## config.mk

```make
export PLATFORM = sky130hd
export DESIGN_NAME = uart_tx_arbiter
export DESIGN_NICKNAME = d
export VERILOG_FILES = /design/src/rtl/uart_arb_pkg.sv /design/src/rtl/uart_rr_picker.sv /design/src/rtl/uart_tx_arbiter.sv
export SDC_FILE = /design/constraint.sdc
export NUM_CORES = 1
export LEC_CHECK = 0
export CAP_MARGIN = 20
export CELL_PAD_IN_SITES_DETAIL_PLACEMENT = 1
export CELL_PAD_IN_SITES_GLOBAL_PLACEMENT = 1
export CORE_ASPECT_RATIO = 1.2
export CORE_MARGIN = 8
export CORE_UTILIZATION = 31
export DETAILED_ROUTE_END_ITERATION = 8
export HOLD_SLACK_MARGIN = 0.08
export PLACE_DENSITY = 0.92
export SETUP_SLACK_MARGIN = 0.1
export SYNTH_ARGS = -nofsm -noshare
export SYNTH_HDL_FRONTEND = slang
export SYNTH_SLANG_ARGS = --single-unit
```

## constraint.sdc

```tcl
create_clock -name txclk -period 8.5 [get_ports txclk]
set_input_delay 0.85 -clock txclk [delete_from_list [all_inputs] [get_ports txclk]]
set_output_delay 0.85 -clock txclk [all_outputs]
set_load 0.005 [all_outputs]
```

## src/rtl/uart_arb_pkg.sv

```systemverilog
// uart_arb_pkg: shared state encoding, widths and round-robin search helper for the UART TX arbiter
package uart_arb_pkg;

    typedef enum logic [1:0] {IDLE, LOAD, START, SHIFT} arb_state_t;

    localparam int UART_DATA_W = 8;
    localparam int MAX_REQ     = 8;

    // First set bit of mask at or after ptr, wrapping; bits at or above the
    // real requester count are zero, so wrapping at MAX_REQ is equivalent.
    function automatic int rr_next(input int ptr, input logic [MAX_REQ-1:0] mask);
        int idx;
        logic found;
        rr_next = ptr;
        found = 1'b0;
        for (int i = 0; i < MAX_REQ; i++) begin
            idx = (ptr + i) % MAX_REQ;
            if (mask[idx] && !found) begin
                rr_next = idx;
                found = 1'b1;
            end
        end
    endfunction

endpackage

```

## src/rtl/uart_rr_picker.sv

```systemverilog
// uart_rr_picker: combinational round-robin pick of the first valid requester at or after rr_ptr
module uart_rr_picker
    import uart_arb_pkg::*;
#(
    parameter int NUM_REQ = 4,
    localparam int IW = $clog2(NUM_REQ)
) (
    input  logic [NUM_REQ-1:0] mask,
    input  logic [IW-1:0]      rr_ptr,
    output logic [NUM_REQ-1:0] grant,
    output logic [IW-1:0]      index,
    output logic               any
);

    assign any   = |mask;
    assign index = IW'(rr_next(int'(rr_ptr), MAX_REQ'(mask)));
    assign grant = any ? (NUM_REQ'(1) << index) : '0;

endmodule

```

## src/rtl/uart_tx_arbiter.sv

```systemverilog
// uart_tx_arbiter: round-robin sharing of one UART transmitter among NUM_REQ valid/ready byte sources (optional UART_ARB_LOCK_EN adds req_last packet locking)
module uart_tx_arbiter
    import uart_arb_pkg::*;
#(
    parameter int NUM_REQ = 4,
    parameter int DATA_W  = UART_DATA_W,
    localparam int IW = $clog2(NUM_REQ)
) (
    input  logic                      txclk,
    input  logic                      reset_n,
    input  logic                      arb_en,
    input  logic [NUM_REQ-1:0]        req_valid,
    input  logic [NUM_REQ*DATA_W-1:0] req_data,
`ifdef UART_ARB_LOCK_EN
    input  logic [NUM_REQ-1:0]        req_last,
`endif
    output logic [NUM_REQ-1:0]        req_ready,
    output logic                      ld_tx_data,
    output logic [DATA_W-1:0]         tx_data,
    output logic                      tx_enable,
    input  logic                      tx_empty,
    output logic                      busy,
    output logic [IW-1:0]             grant_id
);

    arb_state_t         state, state_nx;
    logic [IW-1:0]      grant, rr_ptr, pick_idx;
    logic [NUM_REQ-1:0] grant_oh, pick_oh;
    logic               pick_any, locked, go;

    uart_rr_picker #(.NUM_REQ(NUM_REQ)) u_picker (
        .mask   (req_valid),
        .rr_ptr (rr_ptr),
        .grant  (pick_oh),
        .index  (pick_idx),
        .any    (pick_any)
    );

    // Next state: grant only when enabled and the UART is free; a locked source must itself be valid
    always_comb begin
        go       = arb_en & tx_empty & (locked ? req_valid[grant] : pick_any);
        state_nx = state == IDLE  ? (go ? LOAD : IDLE) :
                   state == LOAD  ? START :
                   state == START ? (tx_empty ? START : SHIFT) :
                                    (tx_empty ? IDLE : SHIFT);
    end

    // State, grant and round-robin pointer registers
    always_ff @(posedge txclk or negedge reset_n) begin
        if (!reset_n) begin
            state    <= IDLE;
            grant    <= '0;
            grant_oh <= '0;
            rr_ptr   <= '0;
        end else begin
            state <= state_nx;
            if (state == IDLE && go && !locked) begin
                grant    <= pick_idx;
                grant_oh <= pick_oh;
            end
            if (state == SHIFT && tx_empty && !locked)
                rr_ptr <= (grant == IW'(NUM_REQ - 1)) ? '0 : grant + 1'b1;
        end
    end

`ifdef UART_ARB_LOCK_EN
    // Lock onto the granted source until it hands over a byte marked last
    always_ff @(posedge txclk or negedge reset_n) begin
        if (!reset_n)
            locked <= 1'b0;
        else if (state == LOAD)
            locked <= ~req_last[grant];
    end
`else
    assign locked = 1'b0;
`endif

    assign ld_tx_data = state == LOAD;
    assign tx_enable  = state != IDLE;
    assign busy       = state != IDLE;
    assign grant_id   = grant;
    assign tx_data    = ld_tx_data ? req_data[grant*DATA_W +: DATA_W] : '0;
    assign req_ready  = ld_tx_data ? (grant_oh & req_valid) : '0;

endmodule
```

==> qor.csv, run 1 <==
stage,metric,value,unit
timing,fin_setup_tns,0,ps
final_layout,final_common_cell,clkdlybuf4s50_1,
global_route,gr-usage-all-layers,14.6,%
final_layout,nets,210,
timing,tightest_slew,714,ps
clock_tree,post-cts-setup-buffer-count,0,
global_route,grt_max_degree,18,
clock_tree,cts_tree,yes,
clock_tree,path_clk_slew,50,ps
timing,relSlewSlack,52.3,%
critical_path,cp.arrival,3330,ps
clock_tree,clock-sinks,10,
floorplanning,rows,24,
placement,place_ws,5060,ps
clock_tree,cts-htree-levels,1,
power_and_ir_drop,p_comb_share,64.5,%
routing,vias_per_cell,5.74,
floorplanning,die_y,81.7,um
critical_path,crit_buf_inv,1,
floorplanning,dieArea,0.00577,mm2
critical_path,slowest_stage,a2111oi_0,
critical_path,required,8640,ps
global_route,grt_pass1_vias,1302,
power_and_ir_drop,vdd_drop_max,0.121,mV
clock_tree,cts_root_buf,clkbuf_8,
clock_tree,insertion_delay,230,ps
critical_path,critPathMaxFanout,14,
placement,place_hpwl,3.44,mm
power_and_ir_drop,swShare,41.5,%
routing,first_pass_iters,4,
global_route,grt_overflow,0,
synthesis,syn_inst,114,
synthesis,ys_ff_latch,10,
synthesis,ys_types,45,
clock_tree,ctsHoldBuffers,0,
synthesis,synth_edf_count,0,
synthesis,synth-main-ff-cell,dfrtp_1,
critical_path,critPathLaunchType,input pin,
placement,io_buffers,56,
final_layout,fillers,403,
timing,fin_ws,5310,ps
timing,slew_viol_final,0,
timing,period_share,37.6,%
placement,postPlaceCellArea,0.00168,mm2
clock_tree,cts_resized,0,
routing,routed_wl,4.13,mm
floorplanning,die_w,70.7,um
routing,drc,0,
final_layout,area_growth,55.8,%
synthesis,async_flop_share,100,%
global_route,antenna_found_initial,0,
synthesis,yosys_warnings,0,
routing,drtIter0Drc,20,
placement,gp_congestion,0.884,
final_layout,diodes,0,
critical_path,cpPeakStageDelay,720,ps
critical_path,critPathTopFamily,compound AO/OA/AOI/OAI gates,
power_and_ir_drop,p_sw,203,uW
routing,wire_per_inst,20.1,um
synthesis,netlist_area,0.00111,mm2
power_and_ir_drop,p_int,286,uW
timing,setup_violations,0,
final_layout,multi_input_area,806,um2
final_layout,final_cell_mix,"clkdlybuf4s50_1, mux4_2, dfrtp_1",
floorplanning,floorplan.initialDensity,31.4,%
global_route,grt_pass1_wl,6.62,mm
floorplanning,coreArea,0.00354,mm2
final_layout,fin_area,0.00174,mm2
run,drv_cap,0,
power_and_ir_drop,p_total,489,uW
power_and_ir_drop,leakage,0.000671,uW
critical_path,endpoint_kind,flip-flop,
timing,fmax,313,MHz
timing,skew,0.347,ps
timing,final-hold-violation-count,0,
min_path,hp-class,flip-flop to flip-flop,
critical_path,crit_type,input pin to flip-flop,
timing,rsz0062_at_grt,no,
clock_tree,clockBufferDepth,2,
final_layout,drive_above_1_share,12.0,%
power_and_ir_drop,seqPwrFrac,23.5,%
power_and_ir_drop,p_clk_share,12.0,%
floorplanning,io_pins,57,
routing,via_count,1176,
clock_tree,cts-buffers-inserted,3,
synthesis,syn_nets,157,
routing,detail-route-antenna-nets,0,
timing,min_period,3190,ps
synthesis,ys_seq_area_share,22.5,%
outcome,status,completed,
power_and_ir_drop,cellPowerDensity,282,mW/mm2
final_layout,seq_area,250,um2
synthesis,syn_avg_cell_area,9.77,um2
critical_path,cp_cell_sequence,"clkdlybuf4s50_1, or4_1, nand4_1, a2111oi_0, a21oi_1, o31ai_1",
## cells in the mapped netlist (2+ instances only)
cell / instances / share of area [%]
nor2_1: 7 / 2.4
o31ai_1: 4 / 2.7
nand2b_1: 3 / 1.7
a31oi_1: 2 / 1.1
dfrtp_1: 10 / 22
mux2i_1: 4 / 3.6
ha_1: 3 / 3.4
o21ai_0: 6 / 2.7
clkbuf_1: 4 / 1.3
and2_1: 9 / 5.1
inv_1: 4 / 1.3
nand2_1: 8 / 2.7
a21o_1: 2 / 1.3
mux4_2: 10 / 20
nor2b_1: 3 / 1.7
mux2_2: 2 / 2.0
a21oi_1: 2 / 0.90
and3_1: 4 / 2.2
## area by class of cell
type	instances	area share (%)
sequential	10	14.4
tap	39	2.81
timing repair buffer	56	32.3
clock buffer	4	3.17
multi-input combinational	92	46.4
inverter	4	0.865
## power groups by stage
stage / registers (uW) / clock network, uW / logic, uW
2_1_floorplan: 82.6 / 0 / 251
3_3_place_gp: 113 / 0 / 302
3_5_place_dp: 117 / 0 / 319
4_1_cts: 116 / 60.5 / 320
5_1_grt: 122 / 63.5 / 347
6_report: 115 / 58.8 / 315
## flip-flops by register name, indices dropped and copies added (netlist names)
name / flops
state: 2
grant_id: 2
rr_ptr: 2
grant_oh: 4
## per-layer routing
layer	part of all wire [%]	GRT usage [%]	vias to the layer above
met3	9.4	4.64	4
li1	-	-	546
met5	0	0	-
met2	49	27.4	58
met1	41	15.1	568
met4	1.2	5.00	0
## worst paths after layout
check,slack (ps),from,endpoint,cells after the start
max,5310,req_valid[0],grant_oh[3],6
min reg2reg,490,grant_oh[3],grant_oh[3],2
max in group asynchronous,7280,reset_n,grant_oh[2],1
min,490,grant_oh[3],grant_oh[3],2
min in group asynchronous,920,reset_n,state[0],1
max reg2reg,5380,rr_ptr[0],grant_oh[2],7
## per-stage QoR
stage,utilization (%),cells,hold WS (ps)
after floorplan,-,114,441
after global placement,47.4,201,463
after detailed placement,47.4,201,492
after CTS,49.0,205,487
after global routing,49.0,205,510
final,49.0,205,489
## tightest hold or removal path, delay by kind of cell, from the launching register on
family | cells | cell delay (ps)
compound gates | 1 | 60
flops | 1 | 340
simple gates | 1 | 50
## cell families (layout without fill, tap and decap cells)
group / after synthesis / in the layout / synth area share (%)
AND/OR/NAND/NOR: 44 / 44 / 23.6
AO/OA/AOI/OAI: 29 / 29 / 19.6
adder cells (fa/ha/maj): 3 / 3 / 3.37
buffers and inverters: 12 / 64 / 5.17
flip-flops: 10 / 10 / 22.5
multiplexers: 16 / 16 / 25.8
(Power assumes the default switching activity.)
==> run 2, diff against run 1 <==
--- a/config.mk
+++ b/config.mk
@@ -10,10 +10,10 @@
 export CELL_PAD_IN_SITES_GLOBAL_PLACEMENT = 1
 export CORE_ASPECT_RATIO = 1.2
 export CORE_MARGIN = 8
-export CORE_UTILIZATION = 31
+export CORE_UTILIZATION = 29
 export DETAILED_ROUTE_END_ITERATION = 8
 export HOLD_SLACK_MARGIN = 0.08
-export PLACE_DENSITY = 0.92
+export PLACE_DENSITY = 0.87
 export SETUP_SLACK_MARGIN = 0.1
 export SYNTH_ARGS = -nofsm -noshare
 export SYNTH_HDL_FRONTEND = slang
==> constraint.sdc (replaced) <==
create_clock -name txclk -period 3.05 [get_ports txclk]
set_input_delay 0.305 -clock txclk [delete_from_list [all_inputs] [get_ports txclk]]
set_output_delay 0.305 -clock txclk [all_outputs]
set_load 0.005 [all_outputs]
==> run 2 against run 1 <==
Net effect:
- sequential power rose by 150%
- count of clock-buffer cells in the layout stayed put
- sequential share of layout area down 0.37 points
==> qor.csv, run 2 (synthesis gave the netlist of run 1 again) <==
stage,metric,value,unit,change
global_route,gr-usage-all-layers,14.7,%,was 14.6%
critical_path,slowest_stage,ha_1,,was a2111oi_0
timing,fin_ws,377,ps,was 5310 ps
critical_path,cpPeakStageDelay,490,ps,was 720 ps
critical_path,required,3170,ps,was 8640 ps
clock_tree,cts_tree,yes,,unchanged
final_layout,diodes,0,,unchanged
routing,vias_per_cell,5.50,,was 5.74
critical_path,rrSetupSlack,380,ps,was 5380 ps
clock_tree,cts-buffers-inserted,3,,unchanged
floorplanning,floorplan.initialDensity,30.4,%,was 31.4%
floorplanning,die_w,72.6,um,was 70.7 um
timing,setup_violations,0,,unchanged
min_path,hp-class,input pin to async pin,,was flip-flop to flip-flop
clock_tree,ctsHoldBuffers,0,,unchanged
power_and_ir_drop,leakage,0.000690,uW,was 0.000671 uW
clock_tree,clock-sinks,10,,unchanged
floorplanning,rows,24,,unchanged
clock_tree,cts-htree-levels,1,,unchanged
critical_path,critPathMaxFanout,9,,was 14
placement,gp_congestion,0.877,,was 0.884
floorplanning,die_y,83.9,um,was 81.7 um
timing,relSlewSlack,45.9,%,was 52.3%
run,drv_cap,0,,unchanged
critical_path,path_depth,8,,was 6
routing,via_count,1220,,was 1176
power_and_ir_drop,seqPwrFrac,19.7,%,was 23.5%
critical_path,cp_cell_sequence,"inv_1, ha_1, buf_4, mux2i_1, o22ai_1, a2111oi_2, a31oi_1, o311a_1",,"was clkdlybuf4s50_1, or4_1, nand4_1, a2111oi_0, a21oi_1, o31ai_1"
placement,place_hpwl,3.50,mm,was 3.44 mm
timing,whs,390,ps,was 489 ps
routing,routed_wl,4.36,mm,was 4.13 mm
final_layout,largest_register_ffs,4,,unchanged
routing,wire_per_inst,19.6,um,was 20.1 um
critical_path,cp.arrival,2790,ps,was 3330 ps
critical_path,r2r_cells,8,,was 7
outcome,status,completed,,unchanged
floorplanning,coreArea,0.00366,mm2,was 0.00354 mm2
placement,io_buffers,56,,unchanged
critical_path,critPathLaunchType,flip-flop,,was input pin
power_and_ir_drop,p_int,831,uW,was 286 uW
timing,tightest_slew,810,ps,was 714 ps
final_layout,drive_above_1_share,14.1,%,was 12.0%
clock_tree,cts_resized,0,,unchanged
routing,drc,0,,unchanged
timing,period_share,87.6,%,
critical_path,rr_startpoint,rr_ptr[1],,was rr_ptr[0]
final_layout,final_cell_mix,"clkdlybuf4s50_1, mux4_2, dfrtp_1",,unchanged
critical_path,critPathTopFamily,compound AO/OA/AOI/OAI gates,,unchanged
global_route,antenna_found_initial,0,,unchanged
global_route,grt_max_degree,17,,was 18
clock_tree,clockBufferDepth,2,,unchanged
global_route,grt_pass1_wl,7.20,mm,was 6.62 mm
floorplanning,io_pins,57,,unchanged
timing,final-hold-violation-count,0,,unchanged
clock_tree,insertion_delay,240,ps,was 230 ps
power_and_ir_drop,vdd_drop_max,0.264,mV,was 0.121 mV
power_and_ir_drop,p_clk_share,11.6,%,was 12.0%
power_and_ir_drop,swShare,42.2,%,was 41.5%
placement,postPlaceCellArea,0.00173,mm2,was 0.00168 mm2
critical_path,r2r-end,grant_oh[0],,was grant_oh[2]
power_and_ir_drop,p_sw,607,uW,was 203 uW
timing,skew,3.50,ps,was 0.347 ps
power_and_ir_drop,p_comb_share,68.7,%,was 64.5%
power_and_ir_drop,p_total,1440,uW,was 489 uW
global_route,grt_pass1_vias,1336,,was 1302
final_layout,fin_area,0.00178,mm2,was 0.00174 mm2
placement,place_ws,347,ps,was 5060 ps
final_layout,largest-register,grant_oh,,unchanged
timing,fmax,374,MHz,
final_layout,final_common_cell,clkdlybuf4s50_1,,unchanged
timing,rsz0062_at_grt,no,,unchanged
clock_tree,post-cts-setup-buffer-count,0,,unchanged
global_route,grt_overflow,0,,unchanged
critical_path,crit_type,flip-flop to flip-flop,,was input pin to flip-flop
routing,detail-route-antenna-nets,0,,unchanged
final_layout,area_growth,60.0,%,was 55.8%
critical_path,critPathCapture,grant_oh[0],,was grant_oh[3]
floorplanning,dieArea,0.00609,mm2,was 0.00577 mm2
clock_tree,path_clk_slew,50,ps,about the same
critical_path,crit_buf_inv,2,,was 1
timing,slew_viol_final,0,,unchanged
power_and_ir_drop,cellPowerDensity,807,mW/mm2,was 282 mW/mm2
timing,min_period,2670,ps,
critical_path,endpoint_kind,flip-flop,,unchanged
clock_tree,cts_root_buf,clkbuf_8,,unchanged
timing,fin_setup_tns,0,ps,unchanged
final_layout,nets,214,,was 210
routing,drtIter0Drc,66,,was 20
critical_path,startpoint,rr_ptr[1],,was req_valid[0]
routing,first_pass_iters,4,,unchanged
==> run 2: cell count changes in the layout (fill, tap and decap cells not counted), sizes merged <==
| cell | before | now |
|---|---|---|
| buf | 0 | 4 |
==> run 2: per-stage QoR <==
| step | cells | util [%] |
|---|---|---|
| after CTS | 222 | 48.6 |
| final | 222 | 48.6 |
| after global placement | 218 | 47.1 |
| after floorplan | 114 | - |
| after detailed placement | 218 | 47.1 |
| after global routing | 222 | 48.6 |
==> run 2: cell type report <==
type | count | area [um2]
multi-input cells | 92 | 806
repair buffers | 60 | 591
well taps | 52 | 65.1
inverters | 4 | 15.0
fillers | 442 | 1880
clock buffers | 4 | 55.1
flip-flops and latches | 10 | 250
==> run 2: how the worst min path moves through the flow <==
stage                              to  slack (ps)  cells after the start
final                     grant_oh[1]         390                      1
after global routing      grant_oh[2]         420                      1
after CTS                 grant_id[0]         400                      1
after detailed placement  grant_oh[3]         530                      2
after global placement    grant_oh[3]         500                      2
after floorplan           grant_id[0]           9                      0
==> run 2: worst register-to-register path: stages (launching register included) <==
cell	delay, ps
dfrtp_1	340
inv_1	100
ha_1	490
buf_4	200
mux2i_1	200
o22ai_1	240
a2111oi_2	460
a31oi_1	160
o311a_1	370
==> run 2: power by group through the flow <==
stage	logic [uW]	clock network [uW]	registers [uW]
after floorplan	700	0	230
after global placement	936	0	280
after detailed placement	975	0	287
after CTS	992	168	285
after global routing	1080	178	296
final	988	166	284
==> run 2: routing by layer <==
layer / routed length [um] / GRT usage [%]
met4: 21 / 2.19
met5: 0 / 0
met3: 405 / 5.17
met1: 1660 / 16.9
met2: 2270 / 25.6
==> run 3, diff against run 2 <==
--- a/config.mk
+++ b/config.mk
@@ -15,6 +15,7 @@
 export HOLD_SLACK_MARGIN = 0.08
 export PLACE_DENSITY = 0.87
 export SETUP_SLACK_MARGIN = 0.1
+export SLEW_MARGIN = 20
 export SYNTH_ARGS = -nofsm -noshare
 export SYNTH_HDL_FRONTEND = slang
 export SYNTH_SLANG_ARGS = --single-unit
==> results of run 3 <==
Same layout as run 2: the final DEF is identical, and so are final timing and power.
